===== src/rtl/cordic_sequencer.sv =====
// Control stage for an iterative rotation-mode CORDIC: range-reduces the request angle,
// steps the external one-iteration stage ITERS times, then applies quadrant correction.
module cordic_sequencer #(
    parameter int ITERS   = 24,
    parameter int K_INIT  = 81504109,
    parameter int PI      = 6588397,
    parameter int HALF_PI = 3294199
) (
    input  logic        clk,
    input  logic        rst,
    input  logic        in_valid,
    output logic        in_ready,
    input  logic [24:0] in_theta,
    output logic        out_valid,
    input  logic        out_ready,
    output logic [29:0] out_cos,
    output logic [29:0] out_sin,
    output logic        out_err,
    output logic [24:0] it_z,
    output logic [29:0] it_x,
    output logic [29:0] it_y,
    output logic [2:0]  it_quadrant,
    output logic [5:0]  it_i,
    input  logic [24:0] it_z_o,
    input  logic [29:0] it_x_o,
    input  logic [29:0] it_y_o,
    input  logic [2:0]  it_quadrant_o
);

    localparam logic signed [24:0] PI_S     = 25'(PI);
    localparam logic signed [24:0] NPI_S    = -PI_S;
    localparam logic signed [24:0] HPI_S    = 25'(HALF_PI);
    localparam logic signed [24:0] NHPI_S   = -HPI_S;
    localparam logic [5:0]         LAST_CNT = 6'(ITERS - 1);
    localparam logic [29:0]        K_X      = 30'(K_INIT);

    typedef enum logic [1:0] {IDLE, ITER, CORR, OUT} state_t;

    state_t      state_q, state_d;
    logic [5:0]  cnt_q, cnt_d;
    logic [24:0] seed_z_q, seed_z_d;
    logic [29:0] seed_x_q, seed_x_d;
    logic [29:0] seed_y_q, seed_y_d;
    logic [2:0]  seed_quad_q, seed_quad_d;
    logic [29:0] cos_q, cos_d;
    logic [29:0] sin_q, sin_d;
    logic        err_q, err_d;
    logic        valid_q, valid_d;

    logic signed [24:0] theta_s, theta_c, z_red;
    logic [2:0]         q_red;
    logic               use_fb;

    // Clamp to [-pi, pi], then fold into [-pi/2, pi/2]; q[0] marks a fold (negate at the end).
    always_comb begin
        theta_s = $signed(in_theta);
        theta_c = theta_s;
        q_red   = 3'b000;
        if (theta_s > PI_S) begin
            theta_c  = PI_S;
            q_red[2] = 1'b1;
        end else if (theta_s < NPI_S) begin
            theta_c  = NPI_S;
            q_red[2] = 1'b1;
        end
        z_red = theta_c;
        if (theta_c > HPI_S) begin
            z_red    = theta_c - PI_S;
            q_red[0] = 1'b1;
        end else if (theta_c < NHPI_S) begin
            z_red    = theta_c + PI_S;
            q_red[0] = 1'b1;
        end
        q_red[1] = theta_c[24];
    end

    assign in_ready = (state_q == IDLE) && !rst;

    always_comb begin
        state_d     = state_q;
        cnt_d       = cnt_q;
        seed_z_d    = seed_z_q;
        seed_x_d    = seed_x_q;
        seed_y_d    = seed_y_q;
        seed_quad_d = seed_quad_q;
        cos_d       = cos_q;
        sin_d       = sin_q;
        err_d       = err_q;
        valid_d     = valid_q;
        case (state_q)
            IDLE: begin
                if (in_valid && in_ready) begin
                    seed_z_d    = z_red;
                    seed_x_d    = K_X;
                    seed_y_d    = '0;
                    seed_quad_d = q_red;
                    cnt_d       = '0;
                    state_d     = ITER;
                end
            end
            ITER: begin
                cnt_d = cnt_q + 6'd1;
                if (cnt_q == LAST_CNT) state_d = CORR;
            end
            CORR: begin
                cos_d   = it_quadrant_o[0] ? -it_x_o : it_x_o;
                sin_d   = it_quadrant_o[0] ? -it_y_o : it_y_o;
                err_d   = it_quadrant_o[2];
                valid_d = 1'b1;
                state_d = OUT;
            end
            OUT: begin
                if (out_ready) begin
                    valid_d = 1'b0;
                    state_d = IDLE;
                end
            end
            default: state_d = IDLE;
        endcase
    end

    // Iteration 0 starts from the seed; later iterations loop the stage's registered result back.
    assign use_fb      = (state_q == ITER) && (cnt_q != 6'd0);
    assign it_z        = use_fb ? it_z_o        : seed_z_q;
    assign it_x        = use_fb ? it_x_o        : seed_x_q;
    assign it_y        = use_fb ? it_y_o        : seed_y_q;
    assign it_quadrant = use_fb ? it_quadrant_o : seed_quad_q;
    assign it_i        = cnt_q;

    assign out_cos   = cos_q;
    assign out_sin   = sin_q;
    assign out_err   = err_q;
    assign out_valid = valid_q;

    always_ff @(posedge clk or posedge rst) begin
        if (rst) begin
            state_q     <= IDLE;
            cnt_q       <= '0;
            seed_z_q    <= '0;
            seed_x_q    <= '0;
            seed_y_q    <= '0;
            seed_quad_q <= '0;
            cos_q       <= '0;
            sin_q       <= '0;
            err_q       <= 1'b0;
            valid_q     <= 1'b0;
        end else begin
            state_q     <= state_d;
            cnt_q       <= cnt_d;
            seed_z_q    <= seed_z_d;
            seed_x_q    <= seed_x_d;
            seed_y_q    <= seed_y_d;
            seed_quad_q <= seed_quad_d;
            cos_q       <= cos_d;
            sin_q       <= sin_d;
            err_q       <= err_d;
            valid_q     <= valid_d;
        end
    end

endmodule


===== config.mk =====
export PLATFORM = sky130hd
export DESIGN_NAME = cordic_sequencer
export DESIGN_NICKNAME = d
export VERILOG_FILES = /design/src/rtl/cordic_sequencer.sv
export SDC_FILE = /design/constraint.sdc
export NUM_CORES = 1
export LEC_CHECK = 0
export CAP_MARGIN = 10
export CORE_MARGIN = 2
export CORE_UTILIZATION = 50
export DETAILED_ROUTE_END_ITERATION = 7
export PLACE_DENSITY = 0.86
export SYNTH_ARGS = -nofsm -noshare
export SYNTH_HDL_FRONTEND = slang
export SYNTH_SLANG_ARGS = --single-unit
export TNS_END_PERCENT = 50

===== constraint.sdc =====
create_clock -name clk -period 5.8 [get_ports clk]
set_input_delay 0.58 -clock clk [delete_from_list [all_inputs] [get_ports clk]]
set_output_delay 0.58 -clock clk [all_outputs]
set_load 0.02 [all_outputs]

==> metrics.md, run 1 <==
| Metric | Value |
|---|---|
| Status | `complete, no violations` |
| Setup Crit Path Kind | `in2reg` |
| Final min period | `5.18 ns` |
| Hold depth | `2` |
| Clk sink count | `99` |
| CP Capture Type | `register` |
| IO Count | `274` |
| Final Hold Fails | `0` |
| Cell area after synthesis | `7810 sq um` |
| Post-CTS setup buffers | `0` |
| Syn Inst Count | `959` |
| Worst reg2reg path depth | `9` |
| Max Clock Freq | `0.193 GHz` |
| CTS resizes | `0` |
| Rel. slew slack | `0.297` |
| Seq/Total Area, Yosys | `0.317` |
| Die W | `129 um` |
| Final worst slack | `0.623 ns` |
| CP Max Fanout | `10` |
| Initial antenna violation count | `0` |
| RSZ-0062 raised after global routing | `no` |
| Core box area | `15300 sq um` |
| Syn Nets | `1088` |
| Worst r2r src | `state_q[0]` |
| Global-route wire length before repair | `41.9 mm` |
| Count leader, synth | `nor2_1` |
| Pre-CTS WS | `0.320 ns` |
| Diodes inserted | `0` |
| Vert. Die Dim | `129 um` |
| Yosys cell types | `85` |
| Maximum VDD drop | `0.303 mV` |
| DR pass1 iterations | `6` |
| Yosys top cell area share | `0.317` |
| Synth cell count leaders | `104 x nor2_1, 99 x dfrtp_1, 85 x nand2_1, 83 x a21oi_1, 61 x xor2_1` |
| Gr ovfl total | `0` |
| Clock skew | `0.00891 ns` |
| Vias/cell | `5.93` |
| Antenna-violating nets left | `0` |
| Via count | `8406` |
| Total negative slack | `0 ns` |
| Min-delay worst type | `reg2reg` |
| Detailed Place HPWL | `20.9 mm` |
| CTS buffer count | `9` |
| Slew Viols, Final | `0` |
| Final Cell Area | `11100 sq um` |
| Top cells by area, synth | `dfrtp_1 32%, xor2_1 6.8%, a21oi_1 5.3%, nor2_1 5.0%, mux2_2 4.9%` |
| CTS tree | `done` |
| Total of max-cap violations | `0` |
| Tot GR Track Use | `0.321` |
| Most used flip-flop cell after synthesis | `dfrtp_1` |
| CP arrival | `5.40 ns` |
| WL/cell | `19.4 um` |
| Initial Utilization | `0.512` |
| Area after DPL | `10800 sq um` |
| Leakage power | `4.43 nW` |
| Seq cells post-synth | `99` |
| Clk root buf | `clkbuf_16` |
| Routed wire length | `27.6 mm` |
| Largest net degree at the start of global routing | `81` |
| Slew of the pin with the lowest slew margin | `1.05 ns` |
| Hold_buf cts | `0` |
| Ys async rst share | `1.00` |
| R2r setup slk | `3.46 ns` |
| R2r endpoint | `state_q[1]` |
| Synthesis-to-layout area growth | `42.0%` |
| Required time of the worst setup path | `6.03 ns` |
| Syn_area_per_cell | `8.14 sq um` |
| CTS Buffer Depth | `2` |
| Remaining DRCs | `0` |
| Yosys warnings | `0` |
| Share of layout cells above drive strength 1 | `0.0920` |
| Setup violators final | `0` |
| Area leader, netlist | `dfrtp_1` |
| Tcrit/Tclk final | `0.893` |
| Power per cell area | `481 nW/um^2` |
| HP Start | `seed_z_q[9]` |
| H-tree Lvls | `3` |
| Global placer's final weighted congestion | `1.00` |
| Worst-path clk slew | `0.07 ns` |
| Worst Hold Endpoint | `seed_z_q[9]` |
| Number of port buffers | `273` |
| Post-synth EDFFs | `0` |
| Nets | `1331` |
| Worst skew pair latency | `0.35 ns` |
| # rows | `45` |
| Critical path startpoint category | `input port` |
| DRT iter0 DRCs | `903` |
| Die area | `16600 sq um` |
| Number of global-route vias before repair | `7714` |
critical path: stages:
cell and delay [ns]:
clkdlybuf4s50_1 0.51, or4_4 0.60, nor3_1 0.21, o21bai_1 0.08, a31oi_1 0.16, o21ai_0 0.09, nand3_1 0.10, ha_1 0.26
buf_4 0.18, o21ai_0 0.24, inv_1 0.08, ha_1 0.29, or4bb_1 0.23, nor4_1 0.05, a21o_1 0.19, nor2_1 0.46
buf_4 0.27, nand2_1 0.11, o311ai_0 0.47, or3_1 0.18, nand3_1 0.06
routing by layer:
metal / GRT usage / up-vias / wire length, um
li1: - / 3956 / -
met1: 0.403 / 3954 / 10900
met2: 0.563 / 425 / 13700
met3: 0.0482 / 71 / 2110
met4: 0.118 / 0 / 920
met5: 0 / - / 0
final cells by class:
cell class	instances	area (sq um)
fillers	1177	4170
multi-input cells	765	4960
clock buffers	11	253
repair buffers	307	3000
well taps	211	264
clock inverters	5	66.3
flip-flops and latches	99	2480
inverters	20	77.6
worst max-delay path by stage:
stage          cells after the start      endpoint        start  slack, ns
3_5_place_dp                      23  seed_z_q[20]  in_theta[0]       0.32
4_1_cts                           23  seed_z_q[20]  in_theta[0]       0.68
6_report                          21  seed_z_q[20]  in_theta[8]       0.62
3_3_place_gp                      21  seed_z_q[20]  in_theta[8]       0.52
5_1_grt                           23  seed_z_q[20]  in_theta[0]       0.33
2_1_floorplan                     26   seed_z_q[9]  in_theta[3]       0.46
cells by family after synthesis:
kind of cell	after synthesis	share of synthesized area
fa+ha+maj	12	0.0192
compound gates	276	0.237
buf+inv	95	0.0509
flops	99	0.317
simple gates	367	0.240
xor+xnor	71	0.0796
mux	39	0.0554
where the power goes:
| group | total (mW) | internal (mW) | switching, mW |
|---|---|---|---|
| Sequential | 1.25 | 1.03 | 0.226 |
| Combinational | 3.43 | 1.59 | 1.84 |
| Clock | 0.644 | 0.364 | 0.280 |
layout by cell type (no fill, tap or decap), types with 10 or more instances in the layout:
cell type / Yosys / routed
a21o_1: 20 / 20
a21oi_1: 83 / 83
a31oi_1: 14 / 14
and2_1: 46 / 46
buf_4: 3 / 33
clkdlybuf4s50_1: 0 / 272
dfrtp_1: 99 / 99
ha_1: 12 / 11
inv_1: 19 / 18
mux2_2: 34 / 34
nand2_1: 85 / 85
nand2b_1: 12 / 12
nand3_1: 20 / 20
nor2_1: 104 / 104
nor3_1: 17 / 17
nor4_1: 14 / 14
o211ai_1: 10 / 10
o21ai_0: 43 / 43
o31ai_1: 29 / 29
o41ai_1: 12 / 12
or3_1: 10 / 10
xnor2_1: 10 / 10
xor2_1: 61 / 61
state kept, by name, indices dropped and copies added, names as in the netlist:
register	cells
it_i	6
out_cos	30
out_err	1
out_sin	30
out_valid	1
seed_quad_q	3
seed_x_q	1
seed_z_q	25
state_q	2
stage by stage:
| stage | power [mW] | hold slack, ns | std cells | util |
|---|---|---|---|---|
| after floorplan | 3.09 | 0.426 | 959 | - |
| final | 5.33 | 0.479 | 1418 | 0.727 |
| after global placement | 4.62 | 0.441 | 1402 | 0.706 |
| after detailed placement | 4.69 | 0.465 | 1402 | 0.706 |
| after CTS | 5.35 | 0.485 | 1418 | 0.727 |
| after global routing | 5.61 | 0.503 | 1418 | 0.727 |
No activity file was read; power rests on OpenSTA's default activity.
==> run 2, diff against run 1 <==
- CORE_ASPECT_RATIO: not set -> 1.5
- CORE_UTILIZATION: 50 -> 40
- PLACE_DENSITY: 0.86 -> 0.7
==> run 2 against run 1 <==
Power is 0.98% higher. Largest power group unchanged. Core utilization is 13 points lower. Final cell count is 4.7% higher. Die area is 24% higher. Count of clock-buffer cells in the layout is 1 lower. Largest cell class unchanged. Via count is 0.19% higher. Sequential cell count stayed put. Critical path depth is 1 higher. First-iteration DRC count is 43% lower. Worst setup slack better by 0.20 ns. Cell area is 2.5% higher.
==> metrics.md, run 2 (synthesis results as in run 1) <==
| Metric | Value |
|---|---|
| Slew of the pin with the lowest slew margin | `0.969 ns` |
| Clock skew | `0.00931 ns` |
| DRT iter0 DRCs | `516` |
| Rel. slew slack | `0.353` |
| Critical path startpoint category | `input port` |
| Remaining DRCs | `0` |
| Tot GR Track Use | `0.274` |
| Status | `complete, no violations` |
| Power per cell area | `473 nW/um^2` |
| CP Capture Type | `register` |
| # rows | `62` |
| Vert. Die Dim | `175 um` |
| Hold_buf cts | `0` |
| Antenna-violating nets left | `0` |
| Final min period | `4.97 ns` |
| Min-delay worst type | `reg2reg` |
| Clk root buf | `clkbuf_16` |
| IO Count | `274` |
| Number of port buffers | `273` |
| CTS Buffer Depth | `2` |
| Clk sink count | `99` |
| DR pass1 iterations | `5` |
| CP arrival | `5.25 ns` |
| CTS tree | `done` |
| Area after DPL | `11000 sq um` |
| Via count | `8422` |
| CTS buffer count | `9` |
| Hold WS | `0.466 ns` |
| Detailed Place HPWL | `22.5 mm` |
| Routed wire length | `28.8 mm` |
| Total of max-cap violations | `0` |
| Core box area | `19200 sq um` |
| Largest net degree at the start of global routing | `74` |
| Nets | `1353` |
| Global-route wire length before repair | `45.1 mm` |
| Setup Crit Path Kind | `in2reg` |
| Tcrit/Tclk final | `0.858` |
| Setup violators final | `0` |
| Required time of the worst setup path | `6.08 ns` |
| Share of layout cells above drive strength 1 | `0.109` |
| CTS resizes | `0` |
| Gr ovfl total | `0` |
| Max Clock Freq | `0.201 GHz` |
| Number of global-route vias before repair | `8096` |
| Post-CTS setup buffers | `0` |
| Worst skew pair latency | `0.35 ns` |
| Maximum VDD drop | `0.181 mV` |
| WL/cell | `19.4 um` |
| Die area | `20700 sq um` |
| R2r setup slk | `3.50 ns` |
| Total negative slack | `0 ns` |
| Hold depth | `1` |
| Final Hold Fails | `0` |
| Worst reg2reg path depth | `9` |
| Die W | `118 um` |
| RSZ-0062 raised after global routing | `no` |
| Initial antenna violation count | `0` |
| Diodes inserted | `0` |
| Global placer's final weighted congestion | `0.961` |
| Leakage power | `4.57 nW` |
| Final Cell Area | `11400 sq um` |
| Synthesis-to-layout area growth | `45.5%` |
| Commonest non-fill, non-tap cell in the layout | `clkdlybuf4s50_1` |
| Initial Utilization | `0.408` |
| Vias/cell | `5.67` |
| CP Max Fanout | `10` |
| H-tree Lvls | `3` |
| Most frequent cells in the layout | `272 x clkdlybuf4s50_1, 104 x nor2_1, 99 x dfrtp_1, 84 x nand2_1, 83 x a21oi_1` |
| Slew Viols, Final | `0` |
| Worst-path clk slew | `0.07 ns` |
run 2: changes by cell type in the layout (fill, tap and decap cells not counted):
cell	before	now
bufinv_16	1	3
clkbuf_8	2	1
nand2_2	1	2
buf_4	33	54
buf_12	1	2
clkinvlp_4	1	0
nand2_1	85	84
run 2: critical path: stages:
cell and delay, ns:
clkdlybuf4s50_1 0.41, or4_4 0.57, nor3_1 0.25, o21bai_1 0.09
a31oi_1 0.15, o21ai_0 0.09, nand3_1 0.11, ha_1 0.22
clkinv_1 0.10, nand2_1 0.09, nor2_1 0.06, inv_1 0.05
ha_1 0.15, or4bb_1 0.47, nor4_1 0.22, a21o_1 0.27
nor2_1 0.23, buf_4 0.23, o311a_1 0.11, o32a_1 0.19
or4_1 0.50, nand3_1 0.09
run 2: area by class of cell:
type	instances	area, sq um
Multi-Input combinational cell	765	4960
Timing Repair Buffer	329	3170
Clock buffer	10	239
Inverter	20	77.6
Fill cell	1778	7790
Clock inverter	6	119
Tap cell	256	320
Sequential cell	99	2480
run 2: path summary, 6_finish.rpt:
kind	start	to
max	in_theta[9]	seed_z_q[22]
min	seed_x_q[0]	seed_x_q[0]
max reg2reg	state_q[0]	state_q[1]
min reg2reg	seed_x_q[0]	seed_x_q[0]
max in group asynchronous	rst	out_sin[10]
min in group asynchronous	rst	out_cos[15]
run 2: power breakdown:
group / switching, mW / internal [mW]
Clock: 0.275 / 0.439
Sequential: 0.231 / 1.03
Combinational: 1.81 / 1.60
Total: 2.31 / 3.07
run 2: through the flow:
stage | setup slack [ns] | total power [mW] | cells | utilization
5_1_grt | 0.584 | 5.69 | 1485 | 0.593
3_3_place_gp | 0.566 | 4.65 | 1469 | 0.575
4_1_cts | 0.854 | 5.43 | 1485 | 0.593
3_5_place_dp | 0.504 | 4.70 | 1469 | 0.575
6_report | 0.825 | 5.38 | 1485 | 0.593
2_1_floorplan | 0.463 | 3.09 | 959 | -
run 2: per-layer routing:
metal / vias to the layer above / GRT usage / wire length (um)
li1: 4004 / - / -
met1: 3997 / 0.320 / 11300
met2: 361 / 0.488 / 14600
met3: 60 / 0.0395 / 1680
met4: 0 / 0.133 / 1280
met5: - / 0 / 0
